## src/rtl/pyfive_digital_core.sv

```systemverilog
// pyfive digital core: SPI-master boot sequencer and interrupt status-frame sender.
// After reset it reads the flash ID and the first boot word over CS0 (quad read),
// then sends a 13-byte status frame on CS1 for each captured interrupt edge.
//
// state       | meaning
// ------------+-----------------------------------------------------------
// ST_RST_WAIT | short settle delay after the internal reset releases
// ST_ID_RD    | 0x9F read-ID transaction on CS0, 24-bit ID captured
// ST_BOOT_RD  | CS-high gap, then 0x6B quad-output read of the boot word
// ST_RUN      | idle; start a frame once a flag is pending and the gap is over
// ST_FRAME    | 104-bit status frame on CS1
module pyfive_digital_core (
  input  logic        clk,
  input  logic        rst_n,
  input  logic        pwrup_rst_n,
  input  logic        cpu_rst_n,
  input  logic        rtc_clk,
  input  logic [31:0] fuse_mhartid,
  input  logic        ext_irq,
  input  logic        soft_irq,
  output logic        spim_clk,
  output logic        spim_csn0,
  output logic        spim_csn1,
  output logic        spim_csn2,
  output logic        spim_csn3,
  output logic [1:0]  spim_mode,
  input  logic [3:0]  spim_sdi,
  output logic [3:0]  spim_sdo
);

  typedef enum logic [2:0] {
    ST_RST_WAIT,
    ST_ID_RD,
    ST_BOOT_RD,
    ST_RUN,
    ST_FRAME
  } state_e;

  localparam logic [1:0] MODE_SINGLE = 2'b00;
  localparam logic [1:0] MODE_QUAD   = 2'b10;

  logic rst_all_n, rst_meta_q, rst_sync_q;
  logic [2:0] rtc_sync_q, ext_sync_q, soft_sync_q;
  logic rtc_edge, ext_edge, soft_edge;
  logic [31:0] rtc_cnt_q;
  logic pend_ext_q, pend_soft_q, frame_start;

  state_e state_q, state_d;
  logic          busy_q, busy_d;
  logic [8:0]    t_q, t_d, sck_end;
  logic [2:0]    wait_q, wait_d;
  logic [103:0]  tx_q, tx_d;
  logic [31:0]   rx_q, rx_d;
  logic [23:0]   id_reg_q, id_reg_d;
  logic [31:0]   boot_word_q, boot_word_d;
  logic          sck_q, sck_d, sdo_q, sdo_d;
  logic          csn0_q, csn0_d, csn1_q, csn1_d;
  logic [1:0]    mode_q, mode_d;

  assign rst_all_n = rst_n & pwrup_rst_n & cpu_rst_n;

  // Reset synchronizer: asserts immediately, releases two clocks after the inputs.
  always_ff @(posedge clk or negedge rst_all_n) begin
    if (!rst_all_n) begin
      rst_meta_q <= 1'b0;
      rst_sync_q <= 1'b0;
    end else begin
      rst_meta_q <= 1'b1;
      rst_sync_q <= rst_meta_q;
    end
  end

  // Two-flop synchronizers plus one delay flop for rising-edge detection.
  always_ff @(posedge clk or negedge rst_sync_q) begin
    if (!rst_sync_q) begin
      rtc_sync_q  <= '0;
      ext_sync_q  <= '0;
      soft_sync_q <= '0;
    end else begin
      rtc_sync_q  <= {rtc_sync_q[1:0], rtc_clk};
      ext_sync_q  <= {ext_sync_q[1:0], ext_irq};
      soft_sync_q <= {soft_sync_q[1:0], soft_irq};
    end
  end

  assign rtc_edge  = rtc_sync_q[1]  & ~rtc_sync_q[2];
  assign ext_edge  = ext_sync_q[1]  & ~ext_sync_q[2];
  assign soft_edge = soft_sync_q[1] & ~soft_sync_q[2];

  // RTC tick counter and pending flags; an edge landing on frame entry is kept for the next frame.
  always_ff @(posedge clk or negedge rst_sync_q) begin
    if (!rst_sync_q) begin
      rtc_cnt_q   <= '0;
      pend_ext_q  <= 1'b0;
      pend_soft_q <= 1'b0;
    end else begin
      if (rtc_edge) rtc_cnt_q <= rtc_cnt_q + 32'd1;
      pend_ext_q  <= (pend_ext_q  & ~frame_start) | ext_edge;
      pend_soft_q <= (pend_soft_q & ~frame_start) | soft_edge;
    end
  end

  // Sequencer state and registered SPI outputs.
  always_ff @(posedge clk or negedge rst_sync_q) begin
    if (!rst_sync_q) begin
      state_q     <= ST_RST_WAIT;
      busy_q      <= 1'b0;
      t_q         <= '0;
      wait_q      <= 3'd3;
      tx_q        <= '0;
      rx_q        <= '0;
      id_reg_q    <= '0;
      boot_word_q <= '0;
      sck_q       <= 1'b0;
      sdo_q       <= 1'b0;
      csn0_q      <= 1'b1;
      csn1_q      <= 1'b1;
      mode_q      <= MODE_SINGLE;
    end else begin
      state_q     <= state_d;
      busy_q      <= busy_d;
      t_q         <= t_d;
      wait_q      <= wait_d;
      tx_q        <= tx_d;
      rx_q        <= rx_d;
      id_reg_q    <= id_reg_d;
      boot_word_q <= boot_word_d;
      sck_q       <= sck_d;
      sdo_q       <= sdo_d;
      csn0_q      <= csn0_d;
      csn1_q      <= csn1_d;
      mode_q      <= mode_d;
    end
  end

  // Next-state logic. t_q counts clocks since CS fell: bit period b spans t = 4b..4b+3,
  // SCK is high for the upper half, the last falling edge comes at t = 4N and CS rises two clocks later.
  always_comb begin
    state_d     = state_q;
    busy_d      = busy_q;
    t_d         = t_q;
    wait_d      = (wait_q != 3'd0) ? wait_q - 3'd1 : 3'd0;
    tx_d        = tx_q;
    rx_d        = rx_q;
    id_reg_d    = id_reg_q;
    boot_word_d = boot_word_q;
    sck_d       = sck_q;
    sdo_d       = sdo_q;
    csn0_d      = csn0_q;
    csn1_d      = csn1_q;
    mode_d      = mode_q;
    frame_start = 1'b0;

    case (state_q)
      ST_ID_RD:   sck_end = 9'd128;
      ST_BOOT_RD: sck_end = 9'd192;
      default:    sck_end = 9'd416;
    endcase

    case (state_q)
      ST_RST_WAIT: begin
        if (wait_q == 3'd0) begin
          state_d = ST_ID_RD;
          busy_d  = 1'b1;
          t_d     = '0;
          csn0_d  = 1'b0;
          tx_d    = {8'h9F, 96'd0};
        end
      end
      ST_BOOT_RD: begin
        if (!busy_q && wait_q == 3'd0) begin
          busy_d = 1'b1;
          t_d    = '0;
          csn0_d = 1'b0;
          tx_d   = {8'h6B, 96'd0};
        end
      end
      ST_RUN: begin
        if ((pend_ext_q | pend_soft_q) && wait_q == 3'd0) begin
          state_d     = ST_FRAME;
          busy_d      = 1'b1;
          t_d         = '0;
          csn1_d      = 1'b0;
          frame_start = 1'b1;
          tx_d        = {6'b101000, pend_soft_q, pend_ext_q, fuse_mhartid, boot_word_q, rtc_cnt_q};
        end
      end
      default: ;
    endcase

    if (busy_q) begin
      t_d = t_q + 9'd1;
      if (t_q < sck_end) begin
        sck_d = t_q[1];
        if (t_q[1:0] == 2'd0) begin
          sdo_d = tx_q[103];
          tx_d  = {tx_q[102:0], 1'b0};
          // bit 40 of the boot read is the first quad data nibble
          if (state_q == ST_BOOT_RD && t_q == 9'd160) mode_d = MODE_QUAD;
        end
        if (t_q[1:0] == 2'd2) begin
          rx_d = (mode_q == MODE_QUAD) ? {rx_q[27:0], spim_sdi} : {rx_q[30:0], spim_sdi[1]};
        end
      end else if (t_q == sck_end) begin
        sck_d = 1'b0;
        sdo_d = 1'b0;
      end else if (t_q == sck_end + 9'd2) begin
        busy_d = 1'b0;
        csn0_d = 1'b1;
        csn1_d = 1'b1;
        mode_d = MODE_SINGLE;
        wait_d = 3'd7;
        case (state_q)
          ST_ID_RD: begin
            state_d  = ST_BOOT_RD;
            id_reg_d = rx_q[23:0];
          end
          ST_BOOT_RD: begin
            state_d     = ST_RUN;
            boot_word_d = rx_q;
          end
          default: state_d = ST_RUN;
        endcase
      end
    end
  end

  assign spim_clk  = sck_q;
  assign spim_csn0 = csn0_q;
  assign spim_csn1 = csn1_q;
  assign spim_csn2 = 1'b1;
  assign spim_csn3 = 1'b1;
  assign spim_mode = mode_q;
  assign spim_sdo  = {3'b000, sdo_q};

endmodule

```

## config.mk

```make
export PLATFORM = sky130hd
export DESIGN_NAME = pyfive_digital_core
export DESIGN_NICKNAME = d
export VERILOG_FILES = /design/src/rtl/pyfive_digital_core.sv
export SDC_FILE = /design/constraint.sdc
export NUM_CORES = 1
export LEC_CHECK = 0
export BUFFER_PORTS_ARGS = -buffer_cell sky130_fd_sc_hd__buf_2
export CAP_MARGIN = 30
export CORE_UTILIZATION = 37
export DETAILED_ROUTE_END_ITERATION = 10
export GPL_TIMING_DRIVEN = 1
export PLACE_DENSITY_LB_ADDON = 0.15
export SLEW_MARGIN = 20
export SYNTH_ARGS = -nofsm -noshare
export SYNTH_HDL_FRONTEND = slang
export SYNTH_SLANG_ARGS = --single-unit
```

## constraint.sdc

```tcl
create_clock -name clk -period 9.8 [get_ports clk]
set_input_delay 0.98 -clock clk [delete_from_list [all_inputs] [get_ports clk]]
set_output_delay 0.98 -clock clk [all_outputs]
set_load 0.01 [all_outputs]
```

Yosys cells after proc, flatten, opt, wreduce, memory -nomap -nowiden --
Cells that the tools add are included.
Operators by class: order comparisons 1, bitwise operators 16, equal/unequal tests 14, muxes and demuxes 59, reduce and logical (&&, ||, !) cells 17, add/sub/neg operators 4
Operator list (count):
- two-way mux 104 bit | 6
- one-hot mux 104 bit (3 select lines) | 1
- two-way mux 9 bit | 4
- two-way mux 3 bit | 11
- adder 32 x 1 -> 32 bit, second input constant | 1
- two-way mux 32 bit | 1
- one-hot mux 9 bit (3 select lines) | 1
- two-way mux 1 bit | 26
- equality test 9 bit | 2
- one-hot mux 9 bit (2 select lines) | 1
- two-way mux 2 bit | 5
- AND reduction 5 bit | 2
- adder 9 x 1 -> 9 bit, second input constant | 1
- adder 9 x 2 -> 9 bit, second input constant | 1
- equality test 9 x 8 -> 1 bit, second input constant | 1
- less-than comparator 9 bit | 1
- != test 3 bit, second input constant | 3
- bitwise AND 1 bit | 7
- equality test 3 x 2 -> 1 bit, second input constant | 2
- logical NOT 3 bit | 2
- NOT 1 bit | 6
- one-hot mux 3 bit (2 select lines) | 1
- AND reduction 3 bit | 2
- equality test 2 bit, second input constant | 2
- other kinds (15) | 21
Storage, ports and cells: output and inout bits 11, register bits after elaboration 235, logic and storage cells 131

Longest topological paths before layout --
depth in word-level cells 8, depth in mapped cells 11

Least setup slack after synthesis --
OpenSTA, ideal clock, no wires.
kind register to register, from register state_q[0], to register tx_q[22], stages on the path, launching flop included 11, required time 9675 ps, arrival 2626 ps, library setup time 125 ps, path slack 7049 ps, path buffers 3, cells stage by stage dfrtp_1 -> buf_2 -> nor3b_1 -> inv_1 -> ha_1 -> nor2b_1 -> o211ai_2 -> nand2_1 -> clkbuf_1 -> buf_1 -> mux2_2
On the way: longest elaborated chain between the ends 5
Ends and longest elaborated chain:
- start, declared | RTL line 48 | state_e state_q, state_d;
- start signal, assigned | RTL line 120 | state_q <= state_d;
- equality test 3 x 2 -> 1 bit, or another cell as far along | RTL line 154, 160
- one-hot mux 9 bit (2 select lines) / one-hot mux 104 bit (3 select lines) (equally long branches) | RTL line 154, 160
- less-than comparator 9 bit / two-way mux 104 bit (equally long branches) | RTL line 193, 195
- two-way mux 104 bit | RTL line 193 | if (t_q < sck_end) begin
- two-way mux 104 bit * | RTL line 191 | if (busy_q) begin
- named net tx_d[22] | RTL line 52 | logic [103:0] tx_q, tx_d;
- end signal, assigned | RTL line 124 | tx_q <= tx_d;
- end, declared | RTL line 52
Mark *: on every way through the listed nets, which the timed path passes. The rest lies on a longest branch. A chain may end at the register's enable or synchronous reset.

Final worst setup path --
from register state_q[1], to register tx_q[71]
Same word-level chain as after synthesis.

==> results.yml <==
detailed_routing:
  num_vias: 6445
  drtIter0Drc: 305
  wl_um: 20370
  via_per_inst: 5.148
  first_pass_iters: 4
  wl_per_cell_um: 16.27
  drc_errors: 0
  antenna_left: 0
synth:
  yosys.area.top_type_share: 0.5381
  syn_inst: 823
  ys_seq_elements: 234
  synth_edf_count: 0
  synthMostInstantiatedCell: "dfrtp_1"
  synthFlopType: "dfrtp_1"
  syn_area_per_cell_sq_um: 13.00
  yosysTopAreaCell: "dfrtp_1"
  yosysUniqueCellTypes: 52
  syn-cell-area_sq_um: 10700
  yosysSeqAreaShare: 0.5479
  synthTopCellsByArea: "dfrtp_1 (54%), mux2_2 (20%), a22o_1 (7.8%)"
  yosys_warnings: 0
  synth_common_cells: "dfrtp_1 (230), mux2_2 (192), a22o_1 (95)"
  async_reset_ff_frac: 1.000
clock_network:
  holdBufCountCts: 0
  path_clk_slew_ps: 60
  numCtsBuffers: 26
  cts_max_level: 1
  cts_root_buffer: "clkbuf_16"
  clkLatencyLatePin_ps: 530
  cts_tree: "done"
  ctsResizeCount: 0
  ctsLongestPathBuffers: 3
  clkSinkCount: 234
  post-cts-setup-buffer-count: 0
setup_path:
  crit_fanout: 44
  worstPathRequired_ps: 10210
  cp.buffers_inverters: 3
  worst_path_dominant_cell_family: "buffers and inverters"
  critPathLaunchType: "flop"
  critPathArrivalTime_ps: 3790
  worst_setup_path_end_kind: "flop"
  crit_type: "reg -> reg"
  slowest_delay_ps: 550
  crit_path_top_delay_cell: "buf_4"
  worstPathCellList: "nor3b_1 -> inv_1 -> ha_1 -> nor2b_1 -> o211ai_2 -> nand2_4 -> buf_4 -> buf_16 -> mux2_2"
timing:
  drv_slew: 0
  rsz0062_at_grt: "false"
  skew_ps: 20.58
  fin_hold_ws_ps: 229.8
  finalCritPeriodShare: 0.3451
  period_needed_ps: 3382
  clock.fmax_mhz: 295.7
  maxSlewHeadroom: 0.3588
  finalHoldViolCount: 0
  fin_tns_setup_ps: 0
  setup_violations: 0
  worst_pin_slew_ps: 953.8
  layout_setup_ws_ps: 6418
grt:
  grtUsageTotal: 0.1447
  grt_pass1_wl_um: 35170
  antenna_found_initial: 0
  grt_pass1_vias: 6696
  grt_start_max_net_pins: 161
  grt.overflow.total: 0
layout:
  final_util: 0.4343
  area_growth_syn_to_layout_pct: 14.05
  nNetsFinal: 904
  nFillCells: 2640
  seq_area_sq_um: 5864
  antennaDiodeCount: 0
  multiInputGateArea_sq_um: 4512
  drive_gt1_frac: 0.3490
placed_design:
  hpwl_um: 11970
  place_ws_ps: 6396
  port_buffers: 47
  globalplace.congestion: 0.7493
worst_hold_path:
  hold_path.class: "reg -> async"
pwr:
  total_leakage_power_uw: 0.005925
  ir_drop_uv: 128.0
  power.density_nw_per_um2: 169.0
  p_total_uw: 2061
die:
  die-width_um: 172.0
  core_sq_um: 28090
  ios: 54
  die-area_sq_um: 29590
  start_util: 0.3808
  rows: 61
  die_y_um: 172.0
run:
  cap_violations: 0
run_status:
  outcome: "finished clean"
-- stage by stage --
| step | cells | cell area, sq um |
|---|---|---|
| floorplan | 828 | 10720 |
| global placement | 1201 | 11210 |
| detailed placement | 1203 | 11260 |
| CTS | 1251 | 12170 |
| global route | 1252 | 12200 |
| finish | 1252 | 12200 |
-- per-layer routing --
metal	track usage	routed length, um	up-vias
li1	-	-	3069
met1	0.2097	10360	3286
met2	0.2279	9114	68
met3	0.02083	522	22
met4	0.03347	366	0
met5	0	0	-
-- worst paths after layout --
path                                  from         endpoint  slack [ps]  cells after the start
max in group asynchronous       rst_sync_q    rtc_cnt_q[10]        8360                      1
worst min register to register  rst_sync_q  boot_word_q[31]         230                      0
worst min-delay path            rst_sync_q  boot_word_q[31]         230                      0
worst max-delay path            state_q[1]         tx_q[71]        6420                      9
worst max register to register  state_q[1]         tx_q[71]        6420                      9
min in group clk                rst_meta_q       rst_sync_q         350                      0
-- placed cells by master, fill, tap and decap left out, types with 7 or more instances in the layout --
| cell | count |
|---|---|
| xor2_1 | 19 |
| buf_2 | 47 |
| mux2_2 | 192 |
| clkbuf_8 | 11 |
| clkbuf_16 | 26 |
| nor3_1 | 7 |
| xnor2_1 | 19 |
| dfrtp_1 | 229 |
| conb_1 | 7 |
| nand4_1 | 8 |
| a22o_1 | 95 |
| ha_1 | 7 |
| nand2_1 | 37 |
| o21ai_0 | 20 |
| nor2_1 | 20 |
| inv_1 | 15 |
| nand3_1 | 23 |
-- worst reg2reg max path: cells and delay by family, from the launching register on --
family / cells / cell delay (ps)
muxes: 1 / 410
buffers and inverters: 3 / 970
and+or+nand+nor: 3 / 870
adders and majority gates: 1 / 300
AOI/OAI and AO/OA: 1 / 250
DFF: 1 / 480
-- power breakdown --
group,total [uW],internal (uW),switching (uW)
combinational,50.6,22.4,28.2
clock,1010,624,381
sequential,1010,983,22.5
total,2060,1630,432
-- cells by family after synthesis --
logic type | Yosys count | synth area share
buf+inv | 74 | 0.03462
mux | 197 | 0.2069
fa+ha+maj | 7 | 0.008188
xor+xnor | 38 | 0.03111
simple gates | 127 | 0.06059
other cells | 2 | 0.0007021
flops | 234 | 0.5479
compound gates | 144 | 0.1100
-- registers in the layout, summed over array words and instances, names as in the netlist --
register     flops
boot_word_q     32
busy_q           1
ext_sync_q       3
pend_ext_q       1
pend_soft_q      1
rst_meta_q       1
rst_sync_q       1
rtc_cnt_q       32
rtc_sync_q       3
rx_q            32
sdo_q            1
soft_sync_q      3
spim_clk         1
spim_csn0        1
spim_csn1        1
spim_mode        1
state_q          3
t_q              9
tx_q           104
wait_q           3
-- layout make-up --
type / instances / area share
Clock buffer: 43 / 0.06759
Clock inverter: 5 / 0.007077
Timing Repair Buffer: 57 / 0.03138
Inverter: 15 / 0.004615
Sequential cell: 234 / 0.4807
Tap cell: 378 / 0.03877
Multi-Input combinational cell: 520 / 0.3698
Note: power is estimated with default switching activity, not from simulation.
